==> src/rtl/template_pkg.sv <==
// template_pkg: shared constants, line/window sum structs and the window width helper.
// Defaults describe 8-bit pixels on 64-pixel lines; modules re-derive their own widths.
package template_pkg;
    localparam int PIXEL_SIZE = 8;
    localparam int LINE_SIZE = 64;
    localparam int NUM_TEMPLATES = 10;
    localparam int DEF_WINDOW_LINES = 8;
    // Sum of I^2 over one line needs twice the pixel width plus the line-length growth.
    localparam int LINE_W = 2 * PIXEL_SIZE + $clog2(LINE_SIZE);

    function automatic int win_w(input int line_w, input int lines);
        return line_w + $clog2(lines + 1);
    endfunction

    localparam int WIN_W = win_w(LINE_W, DEF_WINDOW_LINES);

    typedef struct packed {
        logic [LINE_W-1:0]                    sq;
        logic [LINE_W-1:0]                    s;
        logic [NUM_TEMPLATES-1:0][LINE_W-1:0] txi;
    } line_sums_t;

    typedef struct packed {
        logic [WIN_W-1:0]                    sq;
        logic [WIN_W-1:0]                    s;
        logic [NUM_TEMPLATES-1:0][WIN_W-1:0] txi;
    } win_sums_t;
endpackage

==> src/rtl/window_history_buffer.sv <==
// window_history_buffer: circular store of the last DEPTH line-sum entries.
// Ports: clk/rst (async high), clr (drop history), wr_en/restart (write, restart
// makes this line entry 0), wr_data; oldest = entry about to be overwritten,
// full = history currently holds DEPTH lines, full_next = it will after this edge.
module window_history_buffer
    import template_pkg::*;
#(
    parameter int  DEPTH   = 8,
    parameter type entry_t = line_sums_t
) (
    input  logic   clk,
    input  logic   rst,
    input  logic   clr,
    input  logic   wr_en,
    input  logic   restart,
    input  entry_t wr_data,
    output entry_t oldest,
    output logic   full,
    output logic   full_next
);
    localparam int PTR_W = DEPTH > 1 ? $clog2(DEPTH) : 1;
    localparam int CNT_W = $clog2(DEPTH + 1);
    localparam logic [PTR_W-1:0] LAST = PTR_W'(DEPTH - 1);
    localparam logic [CNT_W-1:0] FULL = CNT_W'(DEPTH);

    logic [PTR_W-1:0] wr_ptr_q, wr_ptr_d, wr_addr;
    logic [CNT_W-1:0] fill_q, fill_d;
    entry_t           mem_q [DEPTH];

    always_comb begin
        wr_addr  = (wr_en && restart) ? '0 : wr_ptr_q;
        wr_ptr_d = wr_ptr_q;
        fill_d   = fill_q;
        if (clr) begin
            wr_ptr_d = '0;
            fill_d   = '0;
        end else if (wr_en) begin
            wr_ptr_d = (wr_addr == LAST) ? '0 : wr_addr + 1'b1;
            fill_d   = restart ? CNT_W'(1) : (fill_q == FULL ? FULL : fill_q + 1'b1);
        end
    end

    assign full      = fill_q == FULL;
    assign full_next = fill_d == FULL;
    assign oldest    = mem_q[wr_ptr_q];

    always_ff @(posedge clk or posedge rst) begin
        if (rst) begin
            wr_ptr_q <= '0;
            fill_q   <= '0;
        end else begin
            wr_ptr_q <= wr_ptr_d;
            fill_q   <= fill_d;
        end
    end

    // History contents need no reset: the fill count masks stale entries.
    always_ff @(posedge clk) begin
        if (wr_en) mem_q[wr_addr] <= wr_data;
    end
endmodule

==> src/rtl/template_window_accumulator.sv <==
// template_window_accumulator: vertical sliding-window sums of per-line I^2, I and T*I.
// Ports: CLK/RST (async high); frame_start/in_valid/in_ready with the line sums in;
// out_valid/out_ready with the window sums and out_row (top line of window) out.
module template_window_accumulator #(
    parameter int  NUM_TEMPLATES = 10,
    parameter int  LINE_SUM_W    = 22,
    parameter int  WINDOW_LINES  = 8,
    parameter int  ROW_W         = 12,
    localparam int WIN_SUM_W     = template_pkg::win_w(LINE_SUM_W, WINDOW_LINES)
) (
    input  logic                                    CLK,
    input  logic                                    RST,
    input  logic                                    frame_start,
    input  logic                                    in_valid,
    output logic                                    in_ready,
    input  logic [LINE_SUM_W-1:0]                   I_square_line_sum,
    input  logic [LINE_SUM_W-1:0]                   I_line_sum,
    input  logic [NUM_TEMPLATES-1:0][LINE_SUM_W-1:0] T_x_I_line_sums,
    output logic                                    out_valid,
    input  logic                                    out_ready,
    output logic [WIN_SUM_W-1:0]                    I_square_win_sum,
    output logic [WIN_SUM_W-1:0]                    I_win_sum,
    output logic [NUM_TEMPLATES-1:0][WIN_SUM_W-1:0] T_x_I_win_sums,
    output logic [ROW_W-1:0]                        out_row
);
    typedef struct packed {
        logic [LINE_SUM_W-1:0]                    sq;
        logic [LINE_SUM_W-1:0]                    s;
        logic [NUM_TEMPLATES-1:0][LINE_SUM_W-1:0] txi;
    } line_t;

    typedef struct packed {
        logic [WIN_SUM_W-1:0]                    sq;
        logic [WIN_SUM_W-1:0]                    s;
        logic [NUM_TEMPLATES-1:0][WIN_SUM_W-1:0] txi;
    } win_t;

    // The oldest line is always contained in acc, so the result never underflows.
    function automatic logic [WIN_SUM_W-1:0] roll(input logic [WIN_SUM_W-1:0] acc,
                                                  input logic [LINE_SUM_W-1:0] add,
                                                  input logic [LINE_SUM_W-1:0] sub);
        return acc + WIN_SUM_W'(add) - WIN_SUM_W'(sub);
    endfunction

    line_t            new_line, oldest, old;
    win_t             base, sums_q, sums_d, out_q, out_d;
    logic             accept, restart, clr, load, full, full_next;
    logic             out_valid_q, out_valid_d;
    logic [ROW_W-1:0] row_q, row_d, out_row_q, out_row_d;

    assign in_ready = !out_valid_q || out_ready;
    assign accept   = in_valid && in_ready;
    assign restart  = accept && frame_start;
    assign clr      = frame_start && !in_valid;
    assign load     = accept && full_next;
    assign new_line = '{sq: I_square_line_sum, s: I_line_sum, txi: T_x_I_line_sums};

    window_history_buffer #(
        .DEPTH   (WINDOW_LINES),
        .entry_t (line_t)
    ) u_hist (
        .clk       (CLK),
        .rst       (RST),
        .clr       (clr),
        .wr_en     (accept),
        .restart   (restart),
        .wr_data   (new_line),
        .oldest    (oldest),
        .full      (full),
        .full_next (full_next)
    );

    always_comb begin
        // A restarting line behaves as if accumulated onto cleared state.
        base   = restart ? '0 : sums_q;
        old    = (full && !restart) ? oldest : '0;
        sums_d = sums_q;
        if (clr) begin
            sums_d = '0;
        end else if (accept) begin
            sums_d.sq = roll(base.sq, new_line.sq, old.sq);
            sums_d.s  = roll(base.s, new_line.s, old.s);
            for (int t = 0; t < NUM_TEMPLATES; t++)
                sums_d.txi[t] = roll(base.txi[t], new_line.txi[t], old.txi[t]);
        end
        row_d       = (clr || restart) ? '0 : row_q;
        out_row_d   = load ? row_d : out_row_q;
        row_d       = load ? row_d + 1'b1 : row_d;
        out_d       = load ? sums_d : out_q;
        out_valid_d = load || (!(clr || restart) && out_valid_q && !out_ready);
    end

    always_ff @(posedge CLK or posedge RST) begin
        if (RST) begin
            sums_q      <= '0;
            out_q       <= '0;
            row_q       <= '0;
            out_row_q   <= '0;
            out_valid_q <= 1'b0;
        end else begin
            sums_q      <= sums_d;
            out_q       <= out_d;
            row_q       <= row_d;
            out_row_q   <= out_row_d;
            out_valid_q <= out_valid_d;
        end
    end

    assign out_valid        = out_valid_q;
    assign I_square_win_sum = out_q.sq;
    assign I_win_sum        = out_q.s;
    assign T_x_I_win_sums   = out_q.txi;
    assign out_row          = out_row_q;
endmodule

==> config.mk <==
export PLATFORM = sky130hd
export DESIGN_NAME = template_window_accumulator
export DESIGN_NICKNAME = d
export VERILOG_FILES = /design/src/rtl/template_pkg.sv /design/src/rtl/window_history_buffer.sv /design/src/rtl/template_window_accumulator.sv
export SDC_FILE = /design/constraint.sdc
export NUM_CORES = 2
export LEC_CHECK = 0
export ABC_AREA = 1
export BUFFER_PORTS_ARGS = -buffer_cell sky130_fd_sc_hd__buf_2
export CAP_MARGIN = 20
export CORE_UTILIZATION = 44
export CTS_CLUSTER_SIZE = 30
export DETAILED_ROUTE_END_ITERATION = 7
export GPL_TIMING_DRIVEN = 0
export PLACE_DENSITY = 0.68
export RECOVER_POWER = 25
export SLEW_MARGIN = 20
export SYNTH_ARGS = -nofsm -noshare
export SYNTH_HDL_FRONTEND = slang
export SYNTH_SLANG_ARGS = --single-unit
==> constraint.sdc <==
create_clock -name CLK -period 40.7 [get_ports CLK]
set_input_delay 4.07 -clock CLK [delete_from_list [all_inputs] [get_ports CLK]]
set_output_delay 4.07 -clock CLK [all_outputs]
set_load 0.03 [all_outputs]
==> results_dict.tcl <==
set metrics [dict create \
    outcome "finished clean" \
    hold_viol_final 0 \
    area_delta_synth_final_pct 15.5 \
    cp.required_ns 41.57 \
    power_leakage_nw 71.0 \
    cts_tree "done" \
    start_kind "input port" \
    power_frac_comb 0.421 \
    ys_seq_area_frac 0.571 \
    timing.final.ws_setup_ns 31.06 \
    synth_area_um2 140000 \
    numCtsBuffers 301 \
    finalSetupViolations 0 \
    overflow 0 \
    tightest_slew_ns 1.26 \
    async_reset_ff_frac 0.237 \
    hold_class "reg2reg" \
    antenna_found_initial 98 \
    clkSinkCount 2768 \
    die_w_um 566 \
    crit_path_start "out_ready" \
    hpwlAfterDp_um 408000 \
    crit_path_end_kind "flip-flop" \
    postRouteAntennaNets 0 \
    reg2reg_depth 26 \
    ff2ff_setup_slack_ns 33.84 \
    cp_max_fo 10 \
    synth_seq_cells 2768 \
    grt_pass1_wl_um 766000 \
    synth_edf_count 2112 \
    syn_nets 15600 \
    post-place-ws_ns 30.43 \
    core_area_um2 315000 \
    via_per_inst 5.61 \
    rows 206 \
    clk_latency_ns 0.96 \
    routed_wl_um 550000 \
    yosys_warnings 0 \
    cts_setup_buffers 0 \
    mostFrequentLayoutCells "nand2_1 (3623), edfxtp_1 (2112), inv_1 (2062)" \
    period_needed_ns 9.64 \
    grtUsageTotal 0.338 \
    placed_cells 19700 \
    drive_above_1_share 0.100 \
    initial_core_util 0.443 \
    num_io_pins 595 \
    worstPathArrival_ns 10.51 \
    via_count 114000 \
    chipHeight_um 566 \
    avgSynthCellArea_um2 9.46 \
    mostFrequentLayoutCell "nand2_1" \
    finClkSkew_ns 0.0726 \
    min_period_over_period 0.237 \
    hold_buffers 0 \
    wire_per_inst_um 27.1 \
    cts.reportedPaths.clkPinSlew_ns 0.06 \
    fmax_mhz 104 \
    cts_root_buf "clkbuf_16" \
    setup-tns-final_ns 0 \
    cp-endpoint "I_win_sum[24]$_DFFE_PP0P_" \
    internal-power_mw 6.50 \
    p_seq_frac 0.325 \
    hold_slack_ns 0.471 \
    rr_startpoint "u_hist.wr_ptr_q[0]$_DFFE_PP0P_" \
    cts_resized 0 \
    worstReg2RegEnd "I_win_sum[24]$_DFFE_PP0P_" \
    grt_setup_unrepaired "false" \
    clockPowerShare 0.254 \
    drtIter0Drc 15400 \
    h-tree-depth 5 \
    peakVddDrop_uv 46.5 \
    drtPass1Iterations 6 \
    ys.flop_type "edfxtp_1" \
    switchingPower_mw 4.71 \
    synth_cells 14800 \
    drc 0 \
    maxSlewHeadroom 0.157 \
    worstSetupPathType "in2reg" \
    stdcell_count 20300 \
    dieArea_um2 320000 \
    grt_max_degree 95 \
    drv_cap 0 \
    total_power_mw 11.2 \
    p_sw_frac 0.420 \
    portBuffers 594 \
    clockBufferDepth 4 \
    grt_pass1_vias 106000 \
    synth_cell_types 36 \
    p_per_area_nw_per_um2 69.4 \
    nFillCells 28900 \
    gp_congestion 1.01 \
    nets 16700 \
    drv_slew 0 \
]
[flip-flops by register name (all words and copies together), names as in the netlist]
signal	flops
u_hist.mem_q	2112
sums_q	312
T_x_I_win_sums	260
I_square_win_sum	26
I_win_sum	26
out_row	12
row_q	12
u_hist.fill_q	4
u_hist.wr_ptr_q	3
out_valid	1
[cell families (layout without fill, tap and decap cells)]
logic type | after synthesis | count (layout) | synth area share
AND/OR/NAND/NOR | 6401 | 6401 | 0.183
AO/OA/AOI/OAI | 2181 | 2181 | 0.0976
adder cells (fa/ha/maj) | 580 | 580 | 0.0661
flip-flops | 2768 | 2768 | 0.571
XOR/XNOR | 125 | 125 | 0.00783
buffers and inverters | 2722 | 4012 | 0.0747
other | 0 | 87 | 0
[final cells by class]
type / count / area [um2] / area share
Antenna cell: 87 / 218 / 0.00135
Timing Repair Buffer: 734 / 5930 / 0.0367
Multi-Input combinational cell: 9287 / 49600 / 0.307
Tap cell: 4160 / 5200 / 0.0322
Clock buffer: 400 / 8270 / 0.0512
Inverter: 2074 / 7810 / 0.0483
Clock inverter: 156 / 1910 / 0.0118
Sequential cell: 2768 / 79800 / 0.494
Buffer: 648 / 2770 / 0.0171
[routing by layer]
| metal | GRT usage | vias up | routed length, um |
|---|---|---|---|
| li1 | - | 51000 | - |
| met1 | 0.442 | 55100 | 210000 |
| met2 | 0.488 | 6683 | 231000 |
| met3 | 0.0930 | 1157 | 65900 |
| met4 | 0.236 | 26 | 42900 |
| met5 | 0 | - | 175 |
[power groups by stage]
stage          clock network, mW  registers, mW  logic [mW]
2_1_floorplan                  0           3.93        2.87
3_3_place_gp                   0           3.75        4.49
3_5_place_dp                   0           3.68        4.59
4_1_cts                     2.85           3.63        4.62
5_1_grt                     2.95           3.67        5.19
6_report                    2.84           3.64        4.72
[synth_stat cells, drive strengths merged (233+ instances only)]
| cell | instances | share of area |
|---|---|---|
| ha | 316 | 0.028 |
| a21oi | 276 | 0.0099 |
| nand2 | 3625 | 0.097 |
| o21ai | 1232 | 0.044 |
| inv | 2071 | 0.056 |
| dfrtp | 656 | 0.12 |
| buf | 233 | 0.0078 |
| nor2 | 1869 | 0.050 |
| fa | 264 | 0.038 |
| nand3 | 473 | 0.017 |
| o221a | 344 | 0.028 |
| edfxtp | 2112 | 0.45 |
| clkbuf | 415 | 0.011 |
[stage by stage]
step | utilization | area (um2)
3_3_place_gp | 0.469 | 148000
4_1_cts | 0.512 | 162000
3_5_place_dp | 0.480 | 151000
6_report | 0.512 | 162000
2_1_floorplan | - | 140000
5_1_grt | 0.512 | 161000
[worst max-delay path, cell delays in order]
cell	delay [ns]
buf_2	0.07
inv_1	0.03
nand2_1	0.37
nand2_2	0.30
inv_2	0.16
buf_2	0.21
nand2_1	0.36
nand2_1	0.20
buf_2	0.67
clkbuf_1	0.67
a21oi_1	0.34
ha_1	0.37
inv_1	0.06
ha_1	0.45
inv_1	0.14
fa_1	0.44
inv_1	0.14
nand3_1	0.08
nand2_1	0.19
nand2_1	0.08
nand2_1	0.21
nand2_1	0.16
nand3_1	0.11
nand2_1	0.05
nand2_1	0.20
nand4_1	0.21
nand2_1	0.12
[worst min path at each step]
stage                                              from                            end  slack [ns]  cells past startpoint
after floorplan                   sums_q[262]$_DFF_PP0_          sums_q[262]$_DFF_PP0_        0.46                      2
after global placement    T_x_I_win_sums[2]$_DFFE_PP0P_  T_x_I_win_sums[2]$_DFFE_PP0P_        0.45                      2
after detailed placement       I_win_sum[0]$_DFFE_PP0P_       I_win_sum[0]$_DFFE_PP0P_        0.45                      2
after CTS                      I_win_sum[0]$_DFFE_PP0P_       I_win_sum[0]$_DFFE_PP0P_        0.47                      2
after global routing           I_win_sum[0]$_DFFE_PP0P_       I_win_sum[0]$_DFFE_PP0P_        0.49                      2
final                          I_win_sum[0]$_DFFE_PP0P_       I_win_sum[0]$_DFFE_PP0P_        0.47                      2
(Power assumes the default switching activity.)
